[src/rtl/conv_wb_ctrl_gen_if.sv]
// Row-side and output-lane handshake bundle for conv_wb_ctrl_gen.
// master: the controller's view; slave: the PE array / output writer view.
interface conv_wb_ctrl_gen_if #(
  parameter int unsigned DATA_W    = 25,
  parameter int unsigned NUM_ROWS  = 5,
  parameter int unsigned NUM_PORTS = 2
);
  logic [NUM_ROWS*DATA_W-1:0]  row_data;
  logic [NUM_ROWS-1:0]         row_valid;
  logic                        row_stall;
  logic [NUM_PORTS*DATA_W-1:0] out_data;
  logic [NUM_PORTS-1:0]        out_valid;
  logic                        out_ready;

  modport master (
    input  row_data, row_valid, out_ready,
    output row_stall, out_data, out_valid
  );

  modport slave (
    output row_data, row_valid, out_ready,
    input  row_stall, out_data, out_valid
  );
endinterface

[src/rtl/conv_wb_ctrl_gen.sv]
// Writeback controller: init/start/swap/drain sequencing and row-to-lane muxing.
// Optional macro WB_RELU_EN clamps negative valid lanes to zero.
module conv_wb_ctrl_gen #(
  parameter int unsigned DATA_W    = 25,
  parameter int unsigned DEPTH     = 61,
  parameter int unsigned NUM_ROWS  = 5,
  parameter int unsigned NUM_PORTS = 2,
  parameter int unsigned CNT_W     = 8
) (
  input  logic                  clk,
  input  logic                  rst,
  input  logic                  i_start_init,
  input  logic                  i_p_filter_end,
  input  logic                  i_end_conv,
  conv_wb_ctrl_gen_if.master    io_wb,
  output logic                  o_p_init,
  output logic [NUM_ROWS-1:0]   o_p_write_zero,
  output logic                  o_start_conv,
  output logic                  o_odd_cnt,
  output logic                  o_pattern_err,
  output logic                  o_end_op
);
  localparam int unsigned NUM_GROUPS = (NUM_ROWS + NUM_PORTS - 1) / NUM_PORTS;
  localparam int unsigned GRP_W      = (NUM_GROUPS > 1) ? $clog2(NUM_GROUPS) : 1;
  localparam logic [CNT_W-1:0] CntDepthEnd = CNT_W'(DEPTH - 1);
  localparam logic [CNT_W-1:0] CntStartEnd = CNT_W'(DEPTH + 2);

  typedef enum logic [3:0] {
    StIdle, StInit, StStart, StWaitFilter, StWaitAdd, StSwap, StDrain, StGap, StFinish, StDone
  } state_e;

  state_e                      r_state, w_state_d;
  logic [CNT_W-1:0]            r_cnt, w_cnt_d;
  logic [GRP_W-1:0]            r_grp, w_grp_d;
  logic                        r_end_pending, w_end_pending_d;
  logic                        r_p_init, w_p_init_d;
  logic [NUM_ROWS-1:0]         r_p_write_zero, w_p_write_zero_d;
  logic                        r_start_conv, w_start_conv_d;
  logic                        r_odd_cnt, w_odd_cnt_d;
  logic                        r_end_op, w_end_op_d;
  logic                        r_pattern_err, w_pattern_err_d;
  logic [NUM_PORTS*DATA_W-1:0] r_out_data, w_lane_data;
  logic [NUM_PORTS-1:0]        r_out_valid, w_lane_valid;
  logic                        w_row_stall, w_last_grp, w_load, w_hit;
  int unsigned                 w_hit_grp;

  function automatic logic [NUM_ROWS-1:0] group_mask(input int unsigned g);
    logic [NUM_ROWS-1:0] m;
    m = '0;
    for (int unsigned k = 0; k < NUM_ROWS; k++) m[k] = ((k / NUM_PORTS) == g);
    return m;
  endfunction

  assign w_row_stall = (|r_out_valid) & ~io_wb.out_ready;
  assign w_last_grp  = (r_grp == GRP_W'(NUM_GROUPS - 1));
  assign w_load      = ~(|r_out_valid) | io_wb.out_ready;

  always_ff @(posedge clk or posedge rst) begin
    if (rst) r_state <= StIdle;
    else     r_state <= w_state_d;
  end

  always_comb begin
    w_state_d = r_state;
    case (r_state)
      StIdle:       if (i_start_init) w_state_d = StInit;
      StInit:       if (r_cnt == CntDepthEnd) w_state_d = StStart;
      StStart:      if (r_cnt == CntStartEnd) w_state_d = StWaitFilter;
      StWaitFilter: if (i_p_filter_end) w_state_d = StWaitAdd;
      StWaitAdd:    if (r_cnt == CntDepthEnd) w_state_d = StSwap;
      StSwap:       w_state_d = StDrain;
      StDrain:      if (!w_row_stall && r_cnt == CntDepthEnd) w_state_d = StGap;
      StGap: begin
        if (!w_last_grp)        w_state_d = StDrain;
        else if (r_end_pending) w_state_d = StFinish;
        else                    w_state_d = StWaitFilter;
      end
      StFinish:     if (!(|r_out_valid)) w_state_d = StDone;
      StDone:       w_state_d = StIdle;
      default:      w_state_d = StIdle;
    endcase
  end

  always_comb begin
    w_p_init_d       = (r_state == StInit);
    w_start_conv_d   = (r_state == StStart) || (r_state == StSwap);
    w_p_write_zero_d = '0;
    if (r_state == StDrain && !w_row_stall) w_p_write_zero_d = group_mask(32'(r_grp));
    w_odd_cnt_d      = (r_state == StSwap) ? ~r_odd_cnt : r_odd_cnt;
    w_end_op_d       = (r_state == StDone);
  end

  // Counter restarts on every state change so each counted state begins at zero.
  always_comb begin
    w_cnt_d = r_cnt + CNT_W'(1);
    if (w_state_d != r_state) begin
      w_cnt_d = '0;
    end else begin
      case (r_state)
        StIdle, StGap, StSwap, StWaitFilter, StFinish: w_cnt_d = '0;
        StDrain: if (w_row_stall) w_cnt_d = r_cnt;
        default: ;
      endcase
    end
    w_grp_d = r_grp;
    if (r_state == StIdle)     w_grp_d = '0;
    else if (r_state == StGap) w_grp_d = w_last_grp ? '0 : r_grp + GRP_W'(1);
    w_end_pending_d = (r_state == StFinish) ? 1'b0 : (r_end_pending | i_end_conv);
  end

  always_comb begin
    logic [DATA_W-1:0] word;
    int unsigned       idx;
    w_hit        = 1'b0;
    w_hit_grp    = 0;
    w_lane_data  = '0;
    w_lane_valid = '0;
    word         = '0;
    idx          = 0;
    for (int unsigned g = 0; g < NUM_GROUPS; g++) begin
      if (io_wb.row_valid == group_mask(g)) begin
        w_hit     = 1'b1;
        w_hit_grp = g;
      end
    end
    for (int unsigned j = 0; j < NUM_PORTS; j++) begin
      idx = w_hit_grp * NUM_PORTS + j;
      if (w_hit && idx < NUM_ROWS) begin
        word = io_wb.row_data[idx*DATA_W +: DATA_W];
`ifdef WB_RELU_EN
        if (word[DATA_W-1]) word = '0;
`endif
        w_lane_data[j*DATA_W +: DATA_W] = word;
        w_lane_valid[j]                 = 1'b1;
      end
    end
    w_pattern_err_d = r_pattern_err;
    if (r_state == StIdle && i_start_init) w_pattern_err_d = 1'b0;
    if (w_load && (|io_wb.row_valid) && !w_hit) w_pattern_err_d = 1'b1;
  end

  always_ff @(posedge clk or posedge rst) begin
    if (rst) begin
      r_cnt          <= '0;
      r_grp          <= '0;
      r_end_pending  <= 1'b0;
      r_p_init       <= 1'b0;
      r_p_write_zero <= '0;
      r_start_conv   <= 1'b0;
      r_odd_cnt      <= 1'b0;
      r_end_op       <= 1'b0;
      r_pattern_err  <= 1'b0;
      r_out_data     <= '0;
      r_out_valid    <= '0;
    end else begin
      r_cnt          <= w_cnt_d;
      r_grp          <= w_grp_d;
      r_end_pending  <= w_end_pending_d;
      r_p_init       <= w_p_init_d;
      r_p_write_zero <= w_p_write_zero_d;
      r_start_conv   <= w_start_conv_d;
      r_odd_cnt      <= w_odd_cnt_d;
      r_end_op       <= w_end_op_d;
      r_pattern_err  <= w_pattern_err_d;
      if (w_load) begin
        r_out_data  <= w_lane_data;
        r_out_valid <= w_lane_valid;
      end
    end
  end

  assign io_wb.out_data  = r_out_data;
  assign io_wb.out_valid = r_out_valid;
  assign io_wb.row_stall = w_row_stall;
  assign o_p_init        = r_p_init;
  assign o_p_write_zero  = r_p_write_zero;
  assign o_start_conv    = r_start_conv;
  assign o_odd_cnt       = r_odd_cnt;
  assign o_pattern_err   = r_pattern_err;
  assign o_end_op        = r_end_op;
endmodule

[src/flat_wrapper.sv]
// flat-port wrapper written by rule: the top's interface ports become plain ports
module conv_wb_ctrl_gen_flat 
#(
  parameter int unsigned DATA_W    = 25,
  parameter int unsigned DEPTH     = 61,
  parameter int unsigned NUM_ROWS  = 5,
  parameter int unsigned NUM_PORTS = 2,
  parameter int unsigned CNT_W     = 8
)
  (clk, rst, i_start_init, i_p_filter_end, i_end_conv, o_p_init, o_p_write_zero, o_start_conv, o_odd_cnt, o_pattern_err, o_end_op, io_wb_row_data, io_wb_row_valid, io_wb_out_ready, io_wb_row_stall, io_wb_out_data, io_wb_out_valid);
  conv_wb_ctrl_gen_if #(.DATA_W(DATA_W), .NUM_ROWS(NUM_ROWS), .NUM_PORTS(NUM_PORTS)) io_wb_i ();
  input  logic clk;
  input  logic rst;
  input  logic i_start_init;
  input  logic i_p_filter_end;
  input  logic i_end_conv;
  output logic o_p_init;
  output logic [NUM_ROWS-1:0] o_p_write_zero;
  output logic o_start_conv;
  output logic o_odd_cnt;
  output logic o_pattern_err;
  output logic o_end_op;
  input wire logic [$bits(io_wb_i.row_data)-1:0] io_wb_row_data;
  input wire logic [$bits(io_wb_i.row_valid)-1:0] io_wb_row_valid;
  input wire logic [$bits(io_wb_i.out_ready)-1:0] io_wb_out_ready;
  output wire logic [$bits(io_wb_i.row_stall)-1:0] io_wb_row_stall;
  output wire logic [$bits(io_wb_i.out_data)-1:0] io_wb_out_data;
  output wire logic [$bits(io_wb_i.out_valid)-1:0] io_wb_out_valid;
  assign io_wb_i.row_data = io_wb_row_data;
  assign io_wb_i.row_valid = io_wb_row_valid;
  assign io_wb_i.out_ready = io_wb_out_ready;
  assign io_wb_row_stall = io_wb_i.row_stall;
  assign io_wb_out_data = io_wb_i.out_data;
  assign io_wb_out_valid = io_wb_i.out_valid;
  conv_wb_ctrl_gen #(.DATA_W(DATA_W), .DEPTH(DEPTH), .NUM_ROWS(NUM_ROWS), .NUM_PORTS(NUM_PORTS), .CNT_W(CNT_W)) u_core (.clk(clk), .rst(rst), .i_start_init(i_start_init), .i_p_filter_end(i_p_filter_end), .i_end_conv(i_end_conv), .io_wb(io_wb_i), .o_p_init(o_p_init), .o_p_write_zero(o_p_write_zero), .o_start_conv(o_start_conv), .o_odd_cnt(o_odd_cnt), .o_pattern_err(o_pattern_err), .o_end_op(o_end_op));
endmodule
[config.mk]
export PLATFORM = sky130hd
export DESIGN_NAME = conv_wb_ctrl_gen_flat
export DESIGN_NICKNAME = d
export VERILOG_FILES = /design/src/rtl/conv_wb_ctrl_gen_if.sv /design/src/rtl/conv_wb_ctrl_gen.sv /design/src/flat_wrapper.sv
export SDC_FILE = /design/constraint.sdc
export NUM_CORES = 1
export LEC_CHECK = 0
export BUFFER_PORTS_ARGS = -buffer_cell sky130_fd_sc_hd__buf_4
export CORE_MARGIN = 2
export CORE_UTILIZATION = 46
export DETAILED_ROUTE_END_ITERATION = 10
export PLACE_DENSITY = 0.81
export SLEW_MARGIN = 0
export SYNTH_ARGS = -nofsm -noshare
export SYNTH_HDL_FRONTEND = slang
export SYNTH_SLANG_ARGS = --single-unit
[constraint.sdc]
create_clock -name clk -period 2.61 [get_ports clk]
set_input_delay 0.522 -clock clk [delete_from_list [all_inputs] [get_ports clk]]
set_output_delay 0.522 -clock clk [all_outputs]
set_load 0.02 [all_outputs]
==> impl_metrics.py <==
metrics = {
    "critical_path": {
        "arrival_ns": 2.53,
        "worst-setup-path-type": "flip-flop to flip-flop",
        "worstSetupEndpointType": "flip-flop",
        "path_cells": "nand2_1 > or3b_1 > o21ai_0 > nor4_2 > mux2i_2 > nor4_1",
        "start_kind": "flip-flop",
        "crit_path_max_fanout": 17,
        "critPathMaxStageDelay_ns": 0.67,
        "critical_path_required_ns": 2.84,
        "cpMaxStageDelayCell": "dfrtp_1",
    },
    "timing": {
        "rsz0062_at_grt": "false",
        "final.setup.worst_slack_ns": 0.306,
        "max_slew_margin": 0.241,
        "min_period_ns": 2.30,
        "maxSlewViolCount": 0,
        "hold_viol": 0,
        "skew_ns": 0.00642,
        "worst_pin_slew_ns": 1.14,
        "post-route-period-util": 0.883,
        "setup_viol": 0,
        "setup-tns-final_ns": 0,
        "fmax_mhz": 434,
        "whs_ns": 0.268,
    },
    "power_and_ir_drop": {
        "p_leak_uw": 0.00290,
        "ir_worst_vdd_mv": 0.266,
        "p_per_area_mw_per_mm2": 475,
    },
    "clock_network": {
        "cts_tree": "done",
        "htreeDepth": 3,
        "clock_latency_ns": 0.34,
        "clk_pin_slew_worst_paths_ns": 0.08,
        "clock-sinks": 75,
        "cts-resized-gates": 0,
        "cts_buffers": 9,
        "root_buffer": "clkbuf_8",
        "cts_hold_buf": 0,
        "clock_path_buffers": 2,
        "post-cts-setup-buffer-count": 0,
    },
    "floorplanning": {
        "fp-row-count": 33,
        "die_area_mm2": 0.00916,
        "die_x_um": 95.7,
        "core-area_mm2": 0.00818,
        "io-pin-count": 199,
        "start_util": 0.473,
        "die_h_um": 95.7,
    },
    "yosys": {
        "yosysWarnings": 0,
        "syn_area_mm2": 0.00387,
        "synth.avg_cell_area_um2": 8.84,
        "async_flop_share": 1.00,
        "synth_cells": 438,
        "ys_types": 46,
        "yosysSeqAreaShare": 0.485,
        "ys.flop_type": "dfrtp_1",
        "synth_edf_count": 0,
        "synth-seq-cells": 75,
        "synth_nets": 576,
    },
    "finish": {
        "syn2layout_area_growth_pct": 45.6,
        "final_common_cell": "buf_4",
        "drive_gt1_frac": 0.377,
        "nNetsFinal": 759,
        "mostFrequentLayoutCells": "buf_4 (207), nand2_1 (83), dfrtp_1 (75)",
        "num_antenna_cells": 0,
    },
    "job": {
        "cap_viol_max_count": 0,
    },
    "grt": {
        "antenna_found_initial": 0,
        "met1_usage": 0.320,
        "grt_usage": 0.251,
        "grt_use_met3": 0.0478,
        "grtUsageMet2": 0.429,
        "grt.busiest_layer": "met2",
        "grt_pass1_vias": 3702,
        "grt.overflow.total": 0,
        "grt_pass1_wl_mm": 17.9,
        "grt_max_degree": 76,
    },
    "drt": {
        "wl_per_cell_um": 16.0,
        "drt_iter0_markers": 175,
        "viasPerCell": 5.39,
        "dr_total_vias": 3939,
        "ant_nets": 0,
        "drt_wl_total_mm": 11.7,
        "dr.pass1.iters": 4,
        "drc": 0,
    },
    "placement": {
        "port_buffers": 198,
        "gp_congestion": 0.861,
        "dp_slack_ns": 0.213,
        "dp_hpwl_mm": 8.59,
    },
    "worst_hold_path": {
        "holdCritPathClass": "input port to asynchronous set/reset pin",
    },
    "status": {
        "run_status": "completed",
    },
}
[synthesized netlist by cell type, types with 2 or more instances]
| library cell | n | area, um^2 |
|---|---|---|
| nand2_1 | 83 | 312 |
| dfrtp_1 | 75 | 1880 |
| nor2_1 | 48 | 180 |
| o21ai_0 | 28 | 140 |
| a31oi_1 | 25 | 156 |
| a22o_1 | 22 | 193 |
| clkbuf_1 | 21 | 78.8 |
| a22oi_1 | 20 | 150 |
| buf_2 | 10 | 50.1 |
| nor3_1 | 10 | 50.1 |
| inv_1 | 9 | 33.8 |
| o22ai_1 | 8 | 50.1 |
| nand3_1 | 7 | 35.0 |
| a21oi_1 | 6 | 30.0 |
| mux2i_1 | 6 | 60.1 |
| nand2b_1 | 5 | 31.3 |
| nor4_1 | 5 | 31.3 |
| xor2_1 | 5 | 43.8 |
| buf_4 | 4 | 30.0 |
| o41ai_1 | 4 | 35.0 |
| and3_1 | 3 | 18.8 |
| nand4_1 | 3 | 18.8 |
| a21o_1 | 2 | 15.0 |
| ha_1 | 2 | 25.0 |
| nand3b_1 | 2 | 15.0 |
| nor2b_1 | 2 | 12.5 |
| o21ai_1 | 2 | 10.0 |
| or3_1 | 2 | 12.5 |
| xnor2_1 | 2 | 17.5 |
[metal layers]
| layer | share of wire | routed length (um) |
|---|---|---|
| met4 | 0.019 | 218 |
| met5 | 0 | 0 |
| met3 | 0.049 | 571 |
| met2 | 0.54 | 6300 |
| met1 | 0.39 | 4620 |
[state kept, by name (all words and copies together) (netlist names)]
register and flops:
u_core.r_state 4, u_core.o_p_init 1, u_core.o_pattern_err 1, u_core.r_cnt 8, u_core.o_start_conv 1, u_core.o_p_write_zero 3, u_core.o_odd_cnt 1, u_core.io_wb.out_data 50
u_core.io_wb.out_valid 2, u_core.o_end_op 1, u_core.r_grp 2, u_core.r_end_pending 1
[final timing paths]
path	slack, ns	cells past startpoint	start	endpoint
worst max-delay path	0.31	6	u_core.r_state[0]	u_core.r_cnt[3]
max in group asynchronous	2.04	3	rst	u_core.io_wb.out_data[28]
worst max register to register	0.31	6	u_core.r_state[0]	u_core.r_cnt[3]
worst min-delay path	0.27	3	rst	u_core.io_wb.out_data[11]
min in group clk	0.39	2	io_wb_out_ready	u_core.io_wb.out_valid[0]
worst min register to register	0.47	1	u_core.o_odd_cnt	u_core.o_odd_cnt
[worst max-delay path: cells and delay by family, from the launching register on]
kind               cells  cell delay, ns
AOI/OAI and AO/OA      1            0.21
muxes                  1            0.23
and+or+nand+nor        4            1.08
DFF                    1            0.67
[cell type report]
cell class              count  area, um^2
clock inverters             7        77.6
clock buffers               9         124
well taps                 105         131
flip-flops and latches     75        1880
multi-input cells         318        1820
inverters                   9        33.8
fillers                   665        2540
repair buffers            208        1570
[power breakdown]
group          leakage [uW]  switching [uW]  internal, uW
logic               0.00178             249           264
clock network     0.0000998             445           448
registers           0.00102            56.8          1210
[metrics by stage]
step,power (uW),cell area [um^2],cells,utilization
6_report,2680,5630,731,0.689
4_1_cts,2700,5630,731,0.689
3_3_place_gp,1790,5430,715,0.665
2_1_floorplan,1530,3870,438,-
5_1_grt,2810,5630,731,0.689
3_5_place_dp,1800,5430,715,0.665
[kinds of logic after synthesis]
logic type / share of synthesized area
buffers and inverters: 0.0508
XOR/XNOR: 0.0158
multiplexers: 0.0191
AND/OR/NAND/NOR: 0.209
AO/OA/AOI/OAI: 0.214
adder cells (fa/ha/maj): 0.00647
flip-flops: 0.485
Power figures use the tool's default switching activity.
